--- config.mk ---
export PLATFORM = sky130hd
export DESIGN_NAME = mc_control_fsm
export DESIGN_NICKNAME = d
export VERILOG_FILES = /design/src/rtl/mc_control_fsm.sv
export SDC_FILE = /design/constraint.sdc
export NUM_CORES = 1
export LEC_CHECK = 0
export BUFFER_PORTS_ARGS = -buffer_cell sky130_fd_sc_hd__buf_2
export CAP_MARGIN = 20
export CORE_UTILIZATION = 35
export DETAILED_ROUTE_END_ITERATION = 8
export GPL_ROUTABILITY_DRIVEN = 0
export HOLD_SLACK_MARGIN = 0.03
export PLACE_DENSITY = 0.65
export SLEW_MARGIN = 20
export SYNTH_ARGS = -nofsm -noshare
export SYNTH_HDL_FRONTEND = slang
export SYNTH_SLANG_ARGS = --single-unit
export TNS_END_PERCENT = 1
--- constraint.sdc ---
create_clock -name clk -period 2.3 [get_ports clk]
set_input_delay 0.23 -clock clk [delete_from_list [all_inputs] [get_ports clk]]
set_output_delay 0.23 -clock clk [all_outputs]
set_load 0.02 [all_outputs]
--- src/rtl/mc_control_fsm.sv ---
// Multi-cycle MIPS control unit: state-decoded datapath controls, memory wait states, decode traps.
// Outputs are combinational from state (zero-cycle); memory states stall on mem_ready low.
module mc_control_fsm #(
    parameter int OP_W        = 6,
    parameter int FUNCT_W     = 6,
    parameter int ALUCTRL_W   = 4,
    parameter bit MEM_WAIT_EN = 1'b1,
    parameter bit TRAP_EN     = 1'b1
) (
    input  logic                 clk,
    input  logic                 rst,
    input  logic [OP_W-1:0]      Op,
    input  logic [FUNCT_W-1:0]   Funct,
    input  logic                 zero,
    input  logic                 mem_ready,
    output logic                 PCEn,
    output logic                 IorD,
    output logic                 MemWrite,
    output logic                 IRWrite,
    output logic [1:0]           RegDst,
    output logic [1:0]           MemtoReg,
    output logic                 RegWrite,
    output logic                 ALUSrcA,
    output logic [1:0]           ALUSrcB,
    output logic [ALUCTRL_W-1:0] ALUControl,
    output logic [1:0]           PCSrc,
    output logic                 illegal_instr,
    output logic                 instr_done,
    output logic [3:0]           state_o
);

    typedef enum logic [3:0] {
        S_IDLE    = 4'd0,
        S_FETCH   = 4'd1,
        S_DECODE  = 4'd2,
        S_MEMADR  = 4'd3,
        S_MEMRD   = 4'd4,
        S_MEMWB   = 4'd5,
        S_MEMWR   = 4'd6,
        S_EXEC_R  = 4'd7,
        S_ALUWB   = 4'd8,
        S_BRANCH  = 4'd9,
        S_ADDI_EX = 4'd10,
        S_ADDI_WB = 4'd11,
        S_JUMP    = 4'd12,
        S_JAL     = 4'd13,
        S_TRAP    = 4'd14
    } state_t;

    localparam logic [OP_W-1:0] OP_R    = OP_W'(6'h00);
    localparam logic [OP_W-1:0] OP_J    = OP_W'(6'h02);
    localparam logic [OP_W-1:0] OP_JAL  = OP_W'(6'h03);
    localparam logic [OP_W-1:0] OP_BEQ  = OP_W'(6'h04);
    localparam logic [OP_W-1:0] OP_BNE  = OP_W'(6'h05);
    localparam logic [OP_W-1:0] OP_ADDI = OP_W'(6'h08);
    localparam logic [OP_W-1:0] OP_LW   = OP_W'(6'h23);
    localparam logic [OP_W-1:0] OP_SW   = OP_W'(6'h2B);

    localparam logic [FUNCT_W-1:0] FN_ADD = FUNCT_W'(6'h20);
    localparam logic [FUNCT_W-1:0] FN_SUB = FUNCT_W'(6'h22);
    localparam logic [FUNCT_W-1:0] FN_AND = FUNCT_W'(6'h24);
    localparam logic [FUNCT_W-1:0] FN_OR  = FUNCT_W'(6'h25);
    localparam logic [FUNCT_W-1:0] FN_NOR = FUNCT_W'(6'h27);
    localparam logic [FUNCT_W-1:0] FN_SLT = FUNCT_W'(6'h2A);

    localparam logic [ALUCTRL_W-1:0] ALU_ADD = ALUCTRL_W'(4'b0010);
    localparam logic [ALUCTRL_W-1:0] ALU_SUB = ALUCTRL_W'(4'b0110);
    localparam logic [ALUCTRL_W-1:0] ALU_AND = ALUCTRL_W'(4'b0000);
    localparam logic [ALUCTRL_W-1:0] ALU_OR  = ALUCTRL_W'(4'b0001);
    localparam logic [ALUCTRL_W-1:0] ALU_SLT = ALUCTRL_W'(4'b0111);
    localparam logic [ALUCTRL_W-1:0] ALU_NOR = ALUCTRL_W'(4'b1100);

    state_t r_state;
    state_t w_next;
    logic   r_is_store;
    logic   r_is_bne;
    logic   w_mem_rdy;
    logic   w_pc_write;
    logic   w_beq_st;
    logic   w_bne_st;

    assign w_mem_rdy = MEM_WAIT_EN ? mem_ready : 1'b1;
    assign state_o   = r_state;

    // Op is only valid in DECODE, so the lw/sw and beq/bne choices made later are latched here.
    always_ff @(posedge clk or negedge rst) begin
        if (!rst) begin
            r_state    <= S_IDLE;
            r_is_store <= 1'b0;
            r_is_bne   <= 1'b0;
        end else begin
            r_state <= w_next;
            if (r_state == S_DECODE) begin
                r_is_store <= (Op == OP_SW);
                r_is_bne   <= (Op == OP_BNE);
            end
        end
    end

    always_comb begin
        w_next        = S_FETCH;
        w_pc_write    = 1'b0;
        w_beq_st      = 1'b0;
        w_bne_st      = 1'b0;
        IorD          = 1'b0;
        MemWrite      = 1'b0;
        IRWrite       = 1'b0;
        RegDst        = 2'b00;
        MemtoReg      = 2'b00;
        RegWrite      = 1'b0;
        ALUSrcA       = 1'b0;
        ALUSrcB       = 2'b00;
        ALUControl    = '0;
        PCSrc         = 2'b00;
        illegal_instr = 1'b0;
        case (r_state)
            S_IDLE: w_next = S_FETCH;
            S_FETCH: begin
                ALUSrcB    = 2'b01;
                ALUControl = ALU_ADD;
                IRWrite    = w_mem_rdy;
                w_pc_write = w_mem_rdy;
                w_next     = w_mem_rdy ? S_DECODE : S_FETCH;
            end
            S_DECODE: begin
                ALUSrcB    = 2'b11;
                ALUControl = ALU_ADD;
                case (Op)
                    OP_LW, OP_SW:   w_next = S_MEMADR;
                    OP_R:           w_next = S_EXEC_R;
                    OP_BEQ, OP_BNE: w_next = S_BRANCH;
                    OP_ADDI:        w_next = S_ADDI_EX;
                    OP_J:           w_next = S_JUMP;
                    OP_JAL:         w_next = S_JAL;
                    default:        w_next = S_TRAP;
                endcase
            end
            S_MEMADR: begin
                ALUSrcA    = 1'b1;
                ALUSrcB    = 2'b10;
                ALUControl = ALU_ADD;
                w_next     = r_is_store ? S_MEMWR : S_MEMRD;
            end
            S_MEMRD: begin
                IorD   = 1'b1;
                w_next = w_mem_rdy ? S_MEMWB : S_MEMRD;
            end
            S_MEMWB: begin
                MemtoReg = 2'b01;
                RegWrite = 1'b1;
            end
            S_MEMWR: begin
                IorD     = 1'b1;
                MemWrite = 1'b1;
                w_next   = w_mem_rdy ? S_FETCH : S_MEMWR;
            end
            S_EXEC_R: begin
                ALUSrcA = 1'b1;
                w_next  = S_ALUWB;
                case (Funct)
                    FN_ADD:  ALUControl = ALU_ADD;
                    FN_SUB:  ALUControl = ALU_SUB;
                    FN_AND:  ALUControl = ALU_AND;
                    FN_OR:   ALUControl = ALU_OR;
                    FN_NOR:  ALUControl = ALU_NOR;
                    FN_SLT:  ALUControl = ALU_SLT;
                    default: w_next     = S_TRAP;
                endcase
            end
            S_ALUWB: begin
                RegDst   = 2'b01;
                RegWrite = 1'b1;
            end
            S_BRANCH: begin
                ALUSrcA    = 1'b1;
                ALUControl = ALU_SUB;
                PCSrc      = 2'b01;
                w_beq_st   = ~r_is_bne;
                w_bne_st   = r_is_bne;
            end
            S_ADDI_EX: begin
                ALUSrcA    = 1'b1;
                ALUSrcB    = 2'b10;
                ALUControl = ALU_ADD;
                w_next     = S_ADDI_WB;
            end
            S_ADDI_WB: RegWrite = 1'b1;
            S_JUMP: begin
                PCSrc      = 2'b10;
                w_pc_write = 1'b1;
            end
            S_JAL: begin
                PCSrc      = 2'b10;
                w_pc_write = 1'b1;
                RegWrite   = 1'b1;
                RegDst     = 2'b10;
                MemtoReg   = 2'b10;
            end
            S_TRAP: illegal_instr = TRAP_EN;
            default: w_next = S_FETCH;
        endcase
        PCEn       = w_pc_write | (w_beq_st & zero) | (w_bne_st & ~zero);
        instr_done = (w_next == S_FETCH) && (r_state != S_FETCH) && (r_state != S_IDLE);
    end

endmodule
[After elaboration in Yosys (flattened, before gate mapping)]
Cells that the tools add are included.
Word-level totals
  input port bits: 16
  bits in registers: 6
  output and inout port bits: 24
  word-level logic and storage cells: 73
Cells by class
  eq/ne operators: 29
  reduce and logical (&&, ||, !) cells: 13
  mux-type cells: 22
  bitwise logic cells: 6
Operators by type and width (number)
  $eq A6 B6 Y1 const B: 8
  $eq A4 B4 Y1 const B: 7
  $pmux W4 S7: 1
  $pmux W4 S6: 1
  $pmux W4 S5: 1
  $eq A4 B3 Y1 const B: 4
  $eq A6 B2 Y1 const B: 2
  $eq A6 B3 Y1 const B: 2
  $pmux W2 S2: 3
  $pmux W4 S3: 1
  $reduce_or A4 Y1: 3
  $reduce_or A2 Y1: 5
  $mux W1: 9
  $eq A4 B1 Y1 const B: 2
  $eq A4 B2 Y1 const B: 2
  $eq A6 B4 Y1 const B: 1
  $logic_not A6 Y1: 1
  $mux W3: 2
  $pmux W2 S3: 1
  $reduce_or A6 Y1: 1
  $mux W2: 2
  $ne A4 B1 Y1 const B: 1
  $reduce_bool A4 Y1: 1
  $and A1 B1 Y1: 2
  other kinds (4): 7

[Longest topological paths before layout]
Gate-level depths: netlist of the first run.
  depth after elaboration: 7
  gate-level depth with buffers: 6
  depth with buffers taken out: 5

[Worst setup path after synthesis of the first run]
OpenSTA, ideal clock, no wires.
  kind: reg-to-output
  start: reg r_state[2] (netlist: state_o[2])
  end: out RegDst[1]
  required time: 2.070 ns
  arrival: 1.907 ns
  path slack: 0.163 ns
  path buffers: 3
  cell stages (with the launch flop): 7
  cells stage by stage: dfrtp_1 > clkbuf_1 > clkbuf_1 > nand2_1 > nor2_1 > and2_1 > buf_4
On the way
  longest elaborated chain between the ends: 2
  elaborated cells between the ends (all ways): 3
  classes of those cells: 2 x eq/ne; 1 x mux
Ends and longest elaborated chain
  start, declared: line 73  | state_t r_state;
  start signal, assigned: line 92  | r_state <= w_next;
  $eq A4 B4 Y1: line 116  | case (r_state)
  $pmux W2 S2 *: line 116
  end, declared: line 20  | output logic [1:0] RegDst,
Every way passes the cells marked *; elsewhere a longest branch is shown, timed or not.

[Final worst setup path of the first run]
  start: reg r_state[1] (netlist: state_o[1])
  end: out instr_done
On the way
  longest elaborated chain between the ends: 5
  elaborated cells between the ends (all ways): 13
  classes of those cells: 9 x eq/ne; 1 x mux; 3 x reduce/logical
Ends and longest elaborated chain
  $eq A4 B4 Y1 (tied with other cells): line 116
  $pmux W4 S7: line 116
  $eq A4 B1 Y1: line 203  | instr_done = (w_next == S_FETCH) && (r_state != S_FETCH) && (r_state != S_IDLE);
  $logic_and A1 B1 Y1: line 203
  $logic_and A1 B1 Y1 *: line 203
  end, declared: line 28  | output logic instr_done,
Marks and branches as above.

==> results of run 1 <==
logic make-up (layout without fill, tap and decap cells):
kind of cell    count (synthesis)  count (layout)  share of synthesized area
buf+inv                         9              48                     0.0553
compound gates                 28              28                      0.271
simple gates                   57              57                      0.414
xor+xnor                        2               2                     0.0242
flops                           6               6                      0.207
mux                             2               2                     0.0276
metrics by stage:
stage	instances	total power [mW]	cell area, um^2
2_1_floorplan	104	0.764	724
3_3_place_gp	166	0.999	943
3_5_place_dp	166	1.01	943
4_1_cts	170	1.11	976
5_1_grt	170	1.20	976
6_report	170	1.10	976
metal layers:
layer	part of all wire	global-route usage	vias up
li1	-	-	457
met4	0	0.103	0
met2	0.47	0.296	26
met1	0.49	0.276	393
met3	0.041	0.0226	0
met5	0	0	-
how the worst max path moves through the flow:
stage | slack (ps) | endpoint
detailed placement | 430 | instr_done
CTS | 190 | instr_done
floorplan | 160 | RegDst[1]
global route | 50 | instr_done
finish | 160 | instr_done
global placement | 420 | instr_done
critical path, delay by kind of cell, from the launching register on:
family                 cells  cell delay, ps
and+or+nand+nor            3             710
DFF                        1             580
buffers and inverters      1             210
AOI/OAI and AO/OA          1             160
sequential cells by signal, summed over array words and instances, names as in the netlist:
signal	cells
r_is_store	1
state_o	4
r_is_bne	1
where the power goes:
part	internal [mW]	switching, mW	total, mW	leakage, nW
clock	0.0589	0.0365	0.0954	0.0138
combinational	0.298	0.467	0.765	0.390
sequential	0.152	0.0897	0.242	0.0772
total	0.509	0.593	1.10	0.481
what timing repair did:
item / CTS / global route
hold buffers: 1 / 0
hold endpoints to repair: 6 / 0
setup endpoints to repair: 0 / 0
placed cells by master, fill, tap and decap left out, drive strengths merged, types with 2 or more instances in the layout:
master  count
a21oi       7
a31oi       2
and2        2
buf        42
clkbuf      3
dfrtp       6
inv         2
mux2i       2
nand2      11
nand2b      6
nand3b      3
nor2       15
nor2b       7
nor3        4
nor3b       2
o211ai      3
o21ai       3
o22ai       2
o31ai       3
o41ai       2
or3         3
final cells by class:
cell class,instances,area [um^2]
repair buffers,43,228
fillers,224,986
clock buffers,3,22.5
flip-flops and latches,6,150
multi-input cells,89,534
inverters,2,7.51
well taps,27,33.8
==> key figures, run 1 <==
Drt
  • DRC: 0
  • Wirelength per Cell: 12.3 um
  • Final WL: 2090 um
  • Antenna Nets Post-Route: 0
  • Via count: 876
  • Iter 0 DRT Violations: 9
  • Pre-antenna DRT Iters: 4
  • Vias per cell: 5.15

Yosys
  • Syn Nets: 120
  • Async set-reset flop share out of synthesis: 1.00
  • Most frequent cell after synthesis: nor2_1
  • Dominant cells by area after synthesis: dfrtp_1, nor2_1, nor2b_1
  • Number of synthesized flops with an enable pin: 0
  • Synth unique cells: 36
  • Sequential area share after synthesis: 0.207
  • Cell taking the most area after synthesis: dfrtp_1
  • Top post-synthesis cells by count: nor2_1, nand2_1, a21oi_1, nor2b_1
  • Mapped Avg Cell Area: 6.97 um^2
  • Yosys warnings: 0
  • Top-area cell type share of the netlist area: 0.207
  • Synthesized area: 724 um^2
  • Synth Instances: 104
  • Yosys reg bits: 6
  • Ys flop type: dfrtp_1

Finish
  • Final core utilization: 0.497
  • Antenna Cells: 0
  • Final net count: 161
  • Layout cell share with drive strength beyond 1: 0.343
  • Area growth from synthesis to layout: 34.7%

Floorplanning
  • DIE AREA: 0.00226 mm^2
  • I/O pin total: 40
  • Die width: 47.5 um
  • Row count: 16
  • Initial Util: 0.369
  • Die H: 47.5 um
  • Core area: 0.00196 mm^2

Setup path
  • Max incr delay on CP: 580 ps
  • CP max FO: 13
  • R2R cell count: 4
  • Slowest cell on crit path: dfrtp_1
  • Worst endpoint required time: 2070 ps
  • Worst Setup SP: state_o[1]
  • RR Startpoint: state_o[1]
  • Reg2reg setup slack: 850 ps
  • Crit path cell chain: nand2b_1, nor2_1, a221oi_1, nor4b_2, buf_2
  • WP data arrival: 1910 ps
  • Crit. End Element: output port
  • Worst setup SP type: flip-flop
  • Setup CP Type: flip-flop to output port
  • Worst r2r dst: state_o[1]

Place
  • Port bufs: 39
  • DP Worst Slack: 427 ps
  • Post-DP HPWL: 1670 um

Clock tree
  • Clk slew on worst S/H paths: 50 ps
  • Clk root buf: clkbuf_4
  • Number of buffers created by CTS: 3
  • Worst-Skew Late Latency: 240 ps
  • # resized after CTS: 0
  • Max Root-Sink Buffers: 2
  • Setup bufs post-CTS: 0
  • CTS tree: built
  • CTS H-tree lvls: 1
  • Clock sinks: 6

Pwr
  • Power per cell area: 1130 mW/mm^2
  • Leakage power: 0.481 nW
  • Max VDD drop: 0.000441 V

Status
  • Status: completed

STA
  • Slew @ Worst Pin: 456 ps
  • Worst Skew: 4.42 ps
  • RSZ-0062 raised after global routing: no
  • Max frequency: 468 MHz
  • Fin worst setup slack: 161 ps
  • Hold WS: 289 ps
  • Hold Fails Final Rpt: 0
  • Slew Limit Fails: 0
  • Final setup TNS: 0 ps
  • Min cycle time layout: 2140 ps
  • Post-route clock period utilization: 0.930
  • Setup Viol. Count Final: 0
  • Relative slew slack: 0.692

Min path
  • Hold depth: 3
  • Min-delay src: Op[3]
  • Min-Delay Endpoint: r_is_store
  • Worst Hold Class: input pin to flip-flop

Global routing
  • First-pass GRT wire length: 3000 um
  • Initial antenna violation count: 0
  • GRT Overall Usage: 0.197
  • Vias in the first global route: 696
  • GRT overflow: 0
  • Largest net degree at the start of global routing: 14

Job
  • # Max-Cap Violations: 0
No activity file was read; power rests on OpenSTA's default activity.
==> run 2: changes to the inputs <==
--- a/config.mk
+++ b/config.mk
@@ -11,7 +11,7 @@
 export DETAILED_ROUTE_END_ITERATION = 8
 export GPL_ROUTABILITY_DRIVEN = 0
 export HOLD_SLACK_MARGIN = 0.03
-export PLACE_DENSITY = 0.65
+export PLACE_DENSITY_LB_ADDON = 0.15
 export SLEW_MARGIN = 20
 export SYNTH_ARGS = -nofsm -noshare
 export SYNTH_HDL_FRONTEND = slang
==> run 2 against run 1 <==
  * Wire length rose by 0.62%
  * Critical path depth rose by 1
  * Clock power rose by 5%
  * Critical endpoint unchanged
  * Highest routed layer is now met4
==> key figures, run 2 (synthesized netlist as in run 1, its figures left out) <==
Status
  • Status: completed

STA
  • Hold Fails Final Rpt: 0
  • Post-route clock period utilization: 0.923
  • Min cycle time layout: 2120 ps
  • Slew @ Worst Pin: 421 ps
  • Max frequency: 471 MHz
  • Slew Limit Fails: 0
  • Final setup TNS: 0 ps
  • Relative slew slack: 0.716
  • RSZ-0062 raised after global routing: no
  • Hold WS: 283 ps
  • Setup Viol. Count Final: 0
  • Worst Skew: 4.68 ps

Setup path
  • WP buf/inv: 1
  • WP data arrival: 1890 ps
  • CP top delay family: simple AND/OR/NAND/NOR gates
  • Worst r2r dst: state_o[1]
  • Setup CP Type: flip-flop to output port
  • RR Startpoint: state_o[0]
  • Reg2reg setup slack: 900 ps
  • Max incr delay on CP: 530 ps
  • Worst setup SP type: flip-flop
  • Worst endpoint required time: 2070 ps
  • Slowest cell on crit path: dfrtp_1
  • Crit. End Element: output port
  • Crit path cell chain: nand2b_1, nor2_1, o21ai_1, o211ai_2, nor4b_2, buf_2
  • R2R cell count: 4
  • CP max FO: 11

Drt
  • Iter 0 DRT Violations: 16
  • Vias per cell: 5.40
  • Pre-antenna DRT Iters: 4
  • Final WL: 2100 um
  • Via count: 913
  • DRC: 0
  • Wirelength per Cell: 12.4 um
  • Antenna Nets Post-Route: 0

Job
  • # Max-Cap Violations: 0

Place
  • Port bufs: 39
  • Post-DP HPWL: 1700 um

Clock tree
  • Worst-Skew Late Latency: 250 ps
  • Setup bufs post-CTS: 0
  • CTS tree: built
  • Max Root-Sink Buffers: 2
  • Clk root buf: clkbuf_4
  • Clock sinks: 6
  • Number of buffers created by CTS: 3
  • CTS H-tree lvls: 1
  • Clk slew on worst S/H paths: 50 ps

Finish
  • Final net count: 160
  • Commonest non-fill, non-tap cell in the layout: buf_2
  • Antenna Cells: 0
  • Layout cell share with drive strength beyond 1: 0.352
  • Fillers: 223
  • Most frequent cells in the layout: buf_2, nor2_1, nand2_1
  • Multi-input logic area: 534 um^2
  • Area growth from synthesis to layout: 34.0%
  • Max reg flops: 4
  • Register area: 153 um^2

Global routing
  • Initial antenna violation count: 0
  • First-pass GRT wire length: 3130 um
  • Largest net degree at the start of global routing: 17
  • GRT overflow: 0
  • GRT Overall Usage: 0.201
  • Vias in the first global route: 731

Floorplanning
  • Die width: 47.5 um
  • Row count: 16
  • Core area: 0.00196 mm^2
  • I/O pin total: 40
  • DIE AREA: 0.00226 mm^2
  • Die H: 47.5 um
  • Initial Util: 0.369

Min path
  • Min-Delay Endpoint: r_is_store
  • Min-delay src: Op[3]
  • Hold depth: 3
  • Worst Hold Class: input pin to flip-flop

Pwr
  • Power per cell area: 1130 mW/mm^2
  • Leakage power: 0.474 nW
  • Max VDD drop: 0.000529 V
run 2: cell types whose count changed in the layout (fill, tap and decap cells not counted), sizes merged:
cell,change
buf,-1
run 2: area by class of cell:
| class | instances | area share |
|---|---|---|
| multi-input cells | 89 | 0.550 |
| repair buffers | 42 | 0.227 |
| flip-flops and latches | 6 | 0.157 |
| well taps | 27 | 0.0348 |
| clock buffers | 3 | 0.0232 |
| inverters | 2 | 0.00773 |
run 2: worst max path at each step:
stage | to | cells past startpoint | slack, ps | start
after floorplan | RegDst[1] | 6 | 160 | state_o[2]
after global placement | instr_done | 6 | 400 | Op[4]
after detailed placement | instr_done | 6 | 390 | state_o[0]
after CTS | instr_done | 6 | 110 | state_o[0]
after global routing | instr_done | 6 | 30 | state_o[3]
final | instr_done | 6 | 180 | state_o[3]
run 2: power breakdown:
part           total (mW)  leakage (nW)  switching [mW]  internal (mW)
Sequential          0.254        0.0749          0.0983          0.156
Clock               0.100        0.0138          0.0410         0.0592
Combinational       0.742         0.385           0.455          0.287
run 2: per-stage QoR:
stage          std cells  instance area (um^2)  utilization  setup WS, ps  power, mW
2_1_floorplan        104                   724            -           163      0.764
3_3_place_gp         165                   936        0.477           404      0.989
3_5_place_dp         165                   936        0.477           389      0.993
4_1_cts              169                   968        0.494           108       1.10
5_1_grt              169                   971        0.495          29.1       1.19
6_report             169                   971        0.495           176       1.10
run 2: per-layer routing:
| metal | vias to the layer above | share of wire | wire length, um | track usage |
|---|---|---|---|---|
| li1 | 454 | - | - | - |
| met2 | 32 | 0.46 | 967 | 0.323 |
| met4 | 0 | 0.017 | 36 | 0.103 |
| met3 | 4 | 0.053 | 111 | 0.0340 |
| met5 | - | 0 | 0 | 0 |
| met1 | 423 | 0.47 | 987 | 0.258 |
run 2: what timing repair did:
action,CTS,global route
setup endpoints to repair,0,1
resized for setup,0,2
endpoints found under the hold margin,6,0
hold buffers,1,0
run 2: worst min-delay path: cells and delay by family:
family	cells	cell delay (ps)
AOI/OAI and AO/OA	1	70
buffers and inverters	2	180
